$ cat config.mk
export PLATFORM = sky130hd
export DESIGN_NAME = cache_core_adapter_flat
export DESIGN_NICKNAME = d
export VERILOG_FILES = /design/src/rtl/cache_pkg.sv /design/src/rtl/cache_core_adapter_if.sv /design/src/rtl/cache_be_merge.sv /design/src/rtl/cache_core_adapter.sv /design/src/flat_wrapper.sv
export SDC_FILE = /design/constraint.sdc
export NUM_CORES = 1
export LEC_CHECK = 0
export ABC_AREA = 1
export BUFFER_PORTS_ARGS = -buffer_cell sky130_fd_sc_hd__buf_2
export CAP_MARGIN = 30
export CELL_PAD_IN_SITES_DETAIL_PLACEMENT = 1
export CELL_PAD_IN_SITES_GLOBAL_PLACEMENT = 1
export CORE_AREA = 2 2 146 148
export CTS_CLUSTER_DIAMETER = 150
export DETAILED_ROUTE_END_ITERATION = 10
export DIE_AREA = 0 0 148 150
export GPL_ROUTABILITY_DRIVEN = 0
export PLACE_DENSITY = 0.84
export SLEW_MARGIN = 30
export SYNTH_ARGS = -nofsm -noshare
export SYNTH_HDL_FRONTEND = slang
export SYNTH_SLANG_ARGS = --single-unit
$ cat constraint.sdc
create_clock -name clk -period 3.75 [get_ports clk]
set_input_delay 0.1875 -clock clk [delete_from_list [all_inputs] [get_ports clk]]
set_output_delay 0.1875 -clock clk [all_outputs]
set_load 0.02 [all_outputs]
$ cat src/rtl/cache_pkg.sv
// Shared definitions for the core-to-cache adapter: request encodings, FSM states, abort data.
// Latency: n/a (types and constants only).
// Backpressure: n/a.
package cache_pkg;

    localparam logic [1:0]  REQ_READ     = 2'b00;
    localparam logic [1:0]  REQ_WRITE    = 2'b01;
    localparam logic [1:0]  REQ_FLUSH    = 2'b10;

    // Load data returned to the core when a transaction is aborted by timeout
    localparam logic [31:0] DEADBEAT_DAT = 32'h0;

    typedef enum logic [2:0] {
        ST_IDLE     = 3'd0,
        ST_ISSUE    = 3'd1,
        ST_WAIT     = 3'd2,
        ST_MERGE    = 3'd3,
        ST_RESP     = 3'd4,
        ST_FL_ISSUE = 3'd5,
        ST_FL_WAIT  = 3'd6
    } state_t;

endpackage

$ cat src/rtl/cache_core_adapter_if.sv
// Single-word cache request bus: strobe-based request, one-cycle completion pulse with read data.
// Latency: set by the cache; req_done may arrive any cycle after req_do.
// Backpressure: none on the bus itself; the initiator keeps one request outstanding.
interface cache_core_adapter_if;
    logic [31:0] req_addr;
    logic [31:0] req_data;
    logic [1:0]  req_type;
    logic        req_do;
    logic [31:0] O_data;
    logic        req_done;

    modport master (
        output req_addr, req_data, req_type, req_do,
        input  O_data, req_done
    );

    modport slave (
        input  req_addr, req_data, req_type, req_do,
        output O_data, req_done
    );
endinterface

$ cat src/rtl/cache_be_merge.sv
// Byte-enable merge: each byte comes from new_i where be_i is set, otherwise from old_i.
// Latency: combinational.
// Backpressure: none.
module cache_be_merge (
    input  logic [31:0] old_i,
    input  logic [31:0] new_i,
    input  logic [3:0]  be_i,
    output logic [31:0] merged_o
);

    // Per-byte select between the stored word and the store data
    always_comb begin
        merged_o = old_i;
        for (int i = 0; i < 4; i++) begin
            if (be_i[i]) begin
                merged_o[i*8 +: 8] = new_i[i*8 +: 8];
            end
        end
    end

endmodule

$ cat src/rtl/cache_core_adapter.sv
// Core OBI-style data port to single-word cache requests; partial stores via read-modify-write; flush side request.
// Latency: load/full store = gnt + 1 + cache latency + 1; partial store adds a merge cycle and a second access.
// Backpressure: one transaction in flight; core_gnt only in IDLE with no flush requested or pending.
module cache_core_adapter
    import cache_pkg::*;
#(
    parameter int TIMEOUT = 255,
    parameter int CNT_W   = 8
) (
    input  logic                 clk,
    input  logic                 reset,
    input  logic                 core_req,
    output logic                 core_gnt,
    input  logic                 core_we,
    input  logic [3:0]           core_be,
    input  logic [31:0]          core_addr,
    input  logic [31:0]          core_wdata,
    output logic                 core_rvalid,
    output logic [31:0]          core_rdata,
    output logic                 core_err,
    input  logic                 flush_req,
    output logic                 flush_done,
    output logic                 err_sticky,
    cache_core_adapter_if.master cache
);

    state_t           state_q, state_d;
    logic [31:0]      req_addr_q, req_data_q, wdata_q, old_q, rdata_q;
    logic [1:0]       req_type_q;
    logic [3:0]       be_q;
    logic             we_q, phase_q, flush_pend_q, err_sticky_q;
    logic [CNT_W-1:0] cnt_q;
    logic [31:0]      merged_w;
    logic             grant_w, flush_want_w, partial_w, cnt_hit_w;
    logic             wait_tmo_w, fl_tmo_w, fl_end_w;

    // A requested flush takes priority over the core, so the grant is held off
    // in the same cycle rather than granting a request that would be dropped.
    assign flush_want_w = flush_pend_q || flush_req;
    assign grant_w      = !reset && (state_q == ST_IDLE) && core_req && !flush_want_w;
    assign partial_w    = (be_q != 4'hF);

    // The count equals the number of completed cycles without req_done, so the
    // abort fires in the TIMEOUT-th waiting cycle; a req_done in that cycle wins.
    assign cnt_hit_w  = (cnt_q == CNT_W'(TIMEOUT - 1));
    assign wait_tmo_w = (state_q == ST_WAIT)    && !cache.req_done && cnt_hit_w;
    assign fl_tmo_w   = (state_q == ST_FL_WAIT) && !cache.req_done && cnt_hit_w;
    assign fl_end_w   = (state_q == ST_FL_WAIT) && (cache.req_done || cnt_hit_w);

    // Next-state selection
    always_comb begin
        state_d = state_q;
        case (state_q)
            ST_IDLE: begin
                if (flush_want_w) begin
                    state_d = ST_FL_ISSUE;
                end else if (grant_w) begin
                    state_d = (core_be == 4'h0) ? ST_RESP : ST_ISSUE;
                end
            end
            ST_ISSUE:    state_d = ST_WAIT;
            ST_WAIT: begin
                if (cache.req_done) begin
                    state_d = (we_q && partial_w && !phase_q) ? ST_MERGE : ST_RESP;
                end else if (wait_tmo_w) begin
                    state_d = ST_IDLE;
                end
            end
            ST_MERGE:    state_d = ST_ISSUE;
            ST_RESP:     state_d = ST_IDLE;
            ST_FL_ISSUE: state_d = ST_FL_WAIT;
            ST_FL_WAIT:  state_d = fl_end_w ? ST_IDLE : ST_FL_WAIT;
            default:     state_d = ST_IDLE;
        endcase
    end

    // Control state, pending flush, sticky error and the wait counter
    always_ff @(posedge clk) begin
        if (reset) begin
            state_q      <= ST_IDLE;
            flush_pend_q <= 1'b0;
            err_sticky_q <= 1'b0;
            cnt_q        <= '0;
        end else begin
            state_q <= state_d;
            if (fl_end_w) begin
                flush_pend_q <= 1'b0;
            end else if (flush_req && (state_q != ST_IDLE)) begin
                flush_pend_q <= 1'b1;
            end
            if (wait_tmo_w || fl_tmo_w) begin
                err_sticky_q <= 1'b1;
            end
            if ((state_q == ST_WAIT) || (state_q == ST_FL_WAIT)) begin
                cnt_q <= cnt_q + CNT_W'(1);
            end else begin
                cnt_q <= '0;
            end
        end
    end

    // Transaction capture, cache request registers and returned data
    always_ff @(posedge clk) begin
        if (reset) begin
            req_addr_q <= '0;
            req_data_q <= '0;
            req_type_q <= REQ_READ;
            we_q       <= 1'b0;
            be_q       <= 4'h0;
            wdata_q    <= '0;
            phase_q    <= 1'b0;
            old_q      <= '0;
            rdata_q    <= '0;
        end else begin
            if (grant_w) begin
                we_q    <= core_we;
                be_q    <= core_be;
                wdata_q <= core_wdata;
                phase_q <= 1'b0;
                // A be=0000 access never reaches the cache, so the bus keeps its last request
                if (core_be != 4'h0) begin
                    req_addr_q <= {core_addr[31:2], 2'b00};
                    req_data_q <= core_wdata;
                    req_type_q <= (core_we && (core_be == 4'hF)) ? REQ_WRITE : REQ_READ;
                end
            end else if ((state_q == ST_IDLE) && flush_want_w) begin
                req_addr_q <= '0;
                req_data_q <= '0;
                req_type_q <= REQ_FLUSH;
            end

            if ((state_q == ST_WAIT) && cache.req_done) begin
                old_q <= cache.O_data;
                if (!we_q) begin
                    rdata_q <= cache.O_data;
                end
            end else if (wait_tmo_w && !we_q) begin
                rdata_q <= DEADBEAT_DAT;
            end

            // Second phase of a partial store writes the merged word back
            if (state_q == ST_MERGE) begin
                req_data_q <= merged_w;
                req_type_q <= REQ_WRITE;
                phase_q    <= 1'b1;
            end
        end
    end

    cache_be_merge u_merge (
        .old_i    (old_q),
        .new_i    (wdata_q),
        .be_i     (be_q),
        .merged_o (merged_w)
    );

    assign core_gnt    = grant_w;
    assign core_rvalid = !reset && ((state_q == ST_RESP) || wait_tmo_w);
    assign core_err    = !reset && wait_tmo_w;
    assign core_rdata  = reset ? '0 : (wait_tmo_w ? DEADBEAT_DAT : rdata_q);
    assign flush_done  = !reset && fl_end_w;
    assign err_sticky  = err_sticky_q;

    assign cache.req_do   = !reset && ((state_q == ST_ISSUE) || (state_q == ST_FL_ISSUE));
    assign cache.req_addr = req_addr_q;
    assign cache.req_data = req_data_q;
    assign cache.req_type = req_type_q;

endmodule

$ cat src/flat_wrapper.sv
// flat-port wrapper written by rule: the top's interface ports become plain ports
module cache_core_adapter_flat import cache_pkg::*;
#(
    parameter int TIMEOUT = 255,
    parameter int CNT_W   = 8
)
  (clk, reset, core_req, core_gnt, core_we, core_be, core_addr, core_wdata, core_rvalid, core_rdata, core_err, flush_req, flush_done, err_sticky, cache_req_addr, cache_req_data, cache_req_type, cache_req_do, cache_O_data, cache_req_done);
  cache_core_adapter_if cache_i ();
  input  logic clk;
  input  logic reset;
  input  logic core_req;
  output logic core_gnt;
  input  logic core_we;
  input  logic [3:0] core_be;
  input  logic [31:0] core_addr;
  input  logic [31:0] core_wdata;
  output logic core_rvalid;
  output logic [31:0] core_rdata;
  output logic core_err;
  input  logic flush_req;
  output logic flush_done;
  output logic err_sticky;
  output wire logic [$bits(cache_i.req_addr)-1:0] cache_req_addr;
  output wire logic [$bits(cache_i.req_data)-1:0] cache_req_data;
  output wire logic [$bits(cache_i.req_type)-1:0] cache_req_type;
  output wire logic [$bits(cache_i.req_do)-1:0] cache_req_do;
  input wire logic [$bits(cache_i.O_data)-1:0] cache_O_data;
  input wire logic [$bits(cache_i.req_done)-1:0] cache_req_done;
  assign cache_req_addr = cache_i.req_addr;
  assign cache_req_data = cache_i.req_data;
  assign cache_req_type = cache_i.req_type;
  assign cache_req_do = cache_i.req_do;
  assign cache_i.O_data = cache_O_data;
  assign cache_i.req_done = cache_req_done;
  cache_core_adapter #(.TIMEOUT(TIMEOUT), .CNT_W(CNT_W)) u_core (.clk(clk), .reset(reset), .core_req(core_req), .core_gnt(core_gnt), .core_we(core_we), .core_be(core_be), .core_addr(core_addr), .core_wdata(core_wdata), .core_rvalid(core_rvalid), .core_rdata(core_rdata), .core_err(core_err), .flush_req(flush_req), .flush_done(flush_done), .err_sticky(err_sticky), .cache(cache_i));
endmodule
# ---- Word level (Yosys, flattened, before mapping)
# Cells that the tools add are included.
dict set report word_totals {
  out_inout_bits 104
  regBits 181
  wordCells 105
  inputBits 106
}
dict set report op_classes {
  n_eq_ne 14
  n_bitwise 1
  n_mux 30
  n_reduce_logical 45
  n_addsub 1
}
# op n
set ops {}
lappend ops {{$mux W32} 11}
lappend ops {{$mux W8} 4}
lappend ops {{$mux W3} 7}
lappend ops {{$logic_and A1 B1 Y1} 19}
lappend ops {{$pmux W3 S6} 1}
lappend ops {{$eq A3 B3 Y1 const B} 3}
lappend ops {{$add A8 B1 Y8 const B} 1}
lappend ops {{$eq A8 B8 Y1 const B} 1}
lappend ops {{$reduce_and A2 Y1} 4}
lappend ops {{$eq A3 B2 Y1 const B} 2}
lappend ops {{$logic_or A1 B1 Y1} 6}
lappend ops {{$mux W2} 3}
lappend ops {{$ne A3 B2 Y1 const B} 2}
lappend ops {{$reduce_bool A2 Y1} 3}
lappend ops {{$reduce_bool A3 Y1} 2}
lappend ops {{$reduce_or A2 Y1} 3}
lappend ops {{$logic_not A1 Y1} 5}
lappend ops {{$eq A4 B4 Y1 const B} 1}
lappend ops {{$logic_not A4 Y1} 1}
lappend ops {{$mux W1} 4}
lappend ops {{$ne A4 B4 Y1 const B} 1}
lappend ops {{$reduce_bool A4 Y1} 1}
lappend ops {{$eq A3 B1 Y1 const B} 1}
lappend ops {{$logic_not A3 Y1} 1}
lappend ops {{other kinds (4)} 4}

# ---- Depth between registers and ports, before layout
dict set report logic_depth {
  word_depth 7
  mapped_depth 10
  ltp_nobuf 10
}

# ---- Cells and area by module
# A second synthesis with hierarchy kept.
dict set report unflattened {
  hier_cells 1120
  area_unflattened_um2 7761.2
}
# module seq_area_each_um2 n_inst area_per_inst_um2 cells_per_inst
set by_module_without_submodules {}
lappend by_module_without_submodules {cache_core_adapter 3583.4 1 7340.8 1016}
lappend by_module_without_submodules {cache_be_merge 0.0 1 420.4 104}

# ---- Worst setup path before layout
# Ideal clock, no wire load.
dict set report synth_timing {
  path_kind {flip-flop to output port}
  from {reg u_core.cnt_q[0]}
  to {out core_rdata[21]}
  arrival_ns 1.534
  stages_incl_launch_ff 9
  path_buffers 1
  t_required_ns 3.562
  setup_slack_ns 2.028
  path_cell_list {dfxtp_1 -> inv_1 -> ha_1 -> nand2_1 -> nor2_1 -> nand2_1 -> nor2_1 -> buf_2 -> nor3_1}
}
dict set report synth_between {
  elab_chain_cells 4
}
# element line_no
set synth_lines {}
lappend synth_lines {{start: declaration} cache_core_adapter.sv:32} ;# logic [CNT_W-1:0] cnt_q;
lappend synth_lines {{start signal: assignment} cache_core_adapter.sv:95} ;# cnt_q <= cnt_q + CNT_W'(1);
lappend synth_lines {{$eq A8 B8 Y1} cache_core_adapter.sv:45} ;# assign cnt_hit_w = (cnt_q == CNT_W'(TIMEOUT - 1));
lappend synth_lines {{$logic_and A1 B1 Y1} cache_core_adapter.sv:46} ;# assign wait_tmo_w = (state_q == ST_WAIT) && !cache.req_done && cnt_hit_w;
lappend synth_lines {{$mux W32 (2 in a row)} cache_core_adapter.sv:160} ;# assign core_rdata = reset ? '0 : (wait_tmo_w ? DEADBEAT_DAT : rdata_q);
lappend synth_lines {{end: declaration} flat_wrapper.sv:18} ;# output logic [31:0] core_rdata;
# Every way passes these cells.

# ---- Final worst setup path
dict set report layout_timing {
  from {reg u_core.flush_pend_q}
  to {reg u_core.req_data_q[24], in the netlist u_core.cache.req_data[24]}
}
dict set report layout_between {
  elab_chain_cells 5
  elab_cells_between_ends 9
  cone_classes {1 x eq/ne; 2 x mux; 6 x reduce/logical}
}
# element line_no
set layout_lines {}
lappend layout_lines {{start: declaration} cache_core_adapter.sv:31} ;# logic we_q, phase_q, flush_pend_q, err_sticky_q;
lappend layout_lines {{start signal: assignment} cache_core_adapter.sv:81} ;# flush_pend_q <= 1'b0;
lappend layout_lines {{start signal: assignment} cache_core_adapter.sv:87} ;# flush_pend_q <= 1'b0;
lappend layout_lines {{start signal: assignment} cache_core_adapter.sv:89} ;# flush_pend_q <= 1'b1;
lappend layout_lines {{$logic_or A1 B1 Y1 *} cache_core_adapter.sv:39} ;# assign flush_want_w = flush_pend_q || flush_req;
lappend layout_lines {{$logic_not A1 Y1} cache_core_adapter.sv:40} ;# assign grant_w = !reset && (state_q == ST_IDLE) && core_req && !flush_want_w;
lappend layout_lines {{$logic_and A1 B1 Y1} cache_core_adapter.sv:40}
lappend layout_lines {{$ne A3 B1 Y1 (no line) (tied with other cells)} --}
lappend layout_lines {{$reduce_and A2 Y1 (no line) or $mux W32 (tied branches)} --}
lappend layout_lines {{end signal: assignment} cache_core_adapter.sv:123} ;# req_data_q <= core_wdata;
lappend layout_lines {{end signal: assignment} cache_core_adapter.sv:143} ;# req_data_q <= merged_w;
lappend layout_lines {{end: declaration} cache_core_adapter.sv:28} ;# logic [31:0] req_addr_q, req_data_q, wdata_q, old_q, rdata_q;
# Every way passes the cells marked *; elsewhere a longest branch is shown, timed or not.
# A chain may end at the register's enable or synchronous reset.

==> results.json <==
{
  "yosys.area_share.simple_pct": 34.1,
  "yosysWarnings": 0,
  "cts.root.buffer_cell": "clkbuf_16",
  "vias_per_cell": 4.98,
  "cts_resized": 0,
  "clkSlewWorstSetupHoldPaths_ps": 70,
  "cts_setup_buffers": 0,
  "cp_num_buf_inv": 3,
  "ir_worst_vdd_v": 0.000373,
  "hold_viol": 0,
  "drtAntennaViolNets": 0,
  "slew_headroom_pct": 38.4,
  "synth_cell_types": 26,
  "grt_max_degree": 99,
  "cts_max_path_buffers": 2,
  "fmax_mhz": 372,
  "worst_setup_path_start_kind": "register",
  "final_cell_mix": "nand2_1 (347), buf_2 (204), dfxtp_1 (179)",
  "muxShareOfSynthArea_pct": 0,
  "synth_xor_area_share_pct": 0,
  "dp_cells": 1646,
  "dieHeight_um": 150,
  "endpoint_kind": "register",
  "cp_cell_sequence": "nor2_1 > inv_1 > nand3_1 > buf_4 > nand2_1 > inv_2 > nand2_2 > nand2_1 > a21oi_1",
  "avgSynthCellArea_um2": 6.61,
  "insertion_delay_ps": 440,
  "crit_fanout": 34,
  "hpwl_mm": 18.0,
  "crit_path_top_delay_cell": "nand2_2",
  "cts_sinks": 179,
  "crit_top_cell": "nand2_1",
  "first_global_vias": 8090,
  "hold_path_class": "in2reg",
  "first_pass_iters": 5,
  "cts_buffers": 17,
  "slowest_delay_ps": 540,
  "final_common_cell": "nand2_1",
  "grt_setup_unrepaired": "false",
  "fin_cells": 1680,
  "die_w_um": 148,
  "antenna_found_initial": 1,
  "postCtsHoldBufs": 0,
  "p_per_area_nw_per_um2": 622,
  "drive_gt1_share_pct": 19.0,
  "dieArea_um2": 22200,
  "post-route-drc-count": 0,
  "wire_per_inst_um": 15.6,
  "cp_top_family": "simple AND/OR/NAND/NOR gates",
  "htree_levels": 4,
  "regArea_um2": 3580,
  "synth_compound_area_share_pct": 10.8,
  "grt_pass1_wl_mm": 41.5,
  "status": "complete, no violations",
  "max-cap-violations": 0,
  "multi_input_area_um2": 3700,
  "fin_skew_ps": 14.6,
  "worst_pin_slew_ps": 923,
  "via_count": 8361,
  "fin_nets": 1498,
  "routed_wl_mm": 26.2,
  "layout_min_cycle_time_ps": 2690,
  "seq_area_frac_synth_pct": 43.9,
  "crit_arrival_ps": 2970,
  "final_area_um2": 9860,
  "p_leak_nw": 4.66,
  "grt_overflow": 0,
  "core_um2": 20700,
  "required_ps": 4030,
  "fill_cells": 2797,
  "postPlaceCellArea_um2": 9250,
  "port_buffers": 205,
  "syn_area_um2": 8170,
  "setup_violations": 0,
  "synthAdderAreaFrac_pct": 0.306,
  "synth-seq-cells": 179,
  "cts_tree": "yes",
  "netlist_instances": 1236,
  "period_share_pct": 71.6,
  "syn2layout_area_growth_pct": 20.7,
  "drv_slew": 0,
  "rows": 53,
  "crit_type": "reg2reg",
  "timing.hold.ws_ps": 27.4,
  "track_usage_pct": 23.3,
  "drt_iter0_drc": 507,
  "synth_top_family_by_area": "simple AND/OR/NAND/NOR gates",
  "tns_ps": 0,
  "start_util_pct": 39.5,
  "io_pins": 210
}
## tightest hold or removal path, delay by kind of cell
kind	cells	cell delay, ps
compound gates	1	60
simple gates	1	90
buf+inv	1	90
## path summary, 6_finish.rpt
check	slack, ps	end	from	depth (start not counted)
worst min-delay path	30	u_core.flush_pend_q$_SDFFE_PP0P_	flush_req	3
worst max-delay path	1060	u_core.cache.req_data[24]$_SDFFE_PP0P_	u_core.flush_pend_q$_SDFFE_PP0P_	9
worst max register to register	1060	u_core.cache.req_data[24]$_SDFFE_PP0P_	u_core.flush_pend_q$_SDFFE_PP0P_	9
worst min register to register	460	u_core.rdata_q[12]$_SDFFE_PP0P_	u_core.rdata_q[12]$_SDFFE_PP0P_	2
## per-layer routing
metal	GRT usage [%]	vias to the layer above	wire length, um
met5	0	-	0
met4	6.86	0	454
met3	3.78	30	1320
met2	38.4	207	12300
met1	31.6	3954	12100
li1	-	4170	-
## metrics by stage
step                total power, mW  utilization, %  worst slack, ps
finish                         6.13            47.7             1060
global route                   6.49            47.6              807
CTS                            6.18            47.6             1040
floorplan                      3.77               -             2030
global placement               4.27            44.7             1130
detailed placement             4.32            44.7             1080
## cell families (layout without fill, tap and decap cells)
family,count (synthesis),after routing
other,1,4
flip-flops,179,179
AND/OR/NAND/NOR,659,659
adder cells (fa/ha/maj),2,2
buffers and inverters,219,385
AO/OA/AOI/OAI,176,176
## layout make-up
class | count | share of cell area [%]
inverter | 139 | 5.29
multi-input combinational | 839 | 37.6
antenna | 2 | 0.0508
clock inverter | 14 | 1.66
sequential | 179 | 36.3
clock buffer | 18 | 4.45
tap | 275 | 3.49
timing repair buffer | 214 | 11.2
## power breakdown
group          switching [mW]  internal (mW)  leakage [nW]
combinational            1.34          0.587          2.92
sequential              0.176           2.18          1.45
clock                   0.825           1.02         0.293
total                    2.34           3.79          4.66
## flip-flops by register name, summed over array words and instances (netlist names)
signal,flops
u_core.rdata_q,32
u_core.cnt_q,8
u_core.we_q,1
u_core.phase_q,1
u_core.flush_pend_q,1
u_core.be_q,4
u_core.err_sticky,1
u_core.state_q,3
u_core.cache.req_type,2
u_core.cache.req_data,32
u_core.wdata_q,32
u_core.cache.req_addr,30
u_core.old_q,32
## synth_stat cells (all sizes together)
cell type / number / area, um2
ha: 2 / 25.0
buf: 47 / 244
o21ai: 28 / 140
nand4: 4 / 25.0
conb: 1 / 3.75
nor4: 1 / 6.26
clkbuf: 33 / 124
nand3: 88 / 450
nor2: 163 / 632
nand3b: 30 / 225
a31oi: 3 / 18.8
nand2: 352 / 1340
dfxtp: 179 / 3580
a21oi: 145 / 726
inv: 135 / 507
nor3: 21 / 105
clkinv: 4 / 15.0
Note: power is estimated with default switching activity, not from simulation.
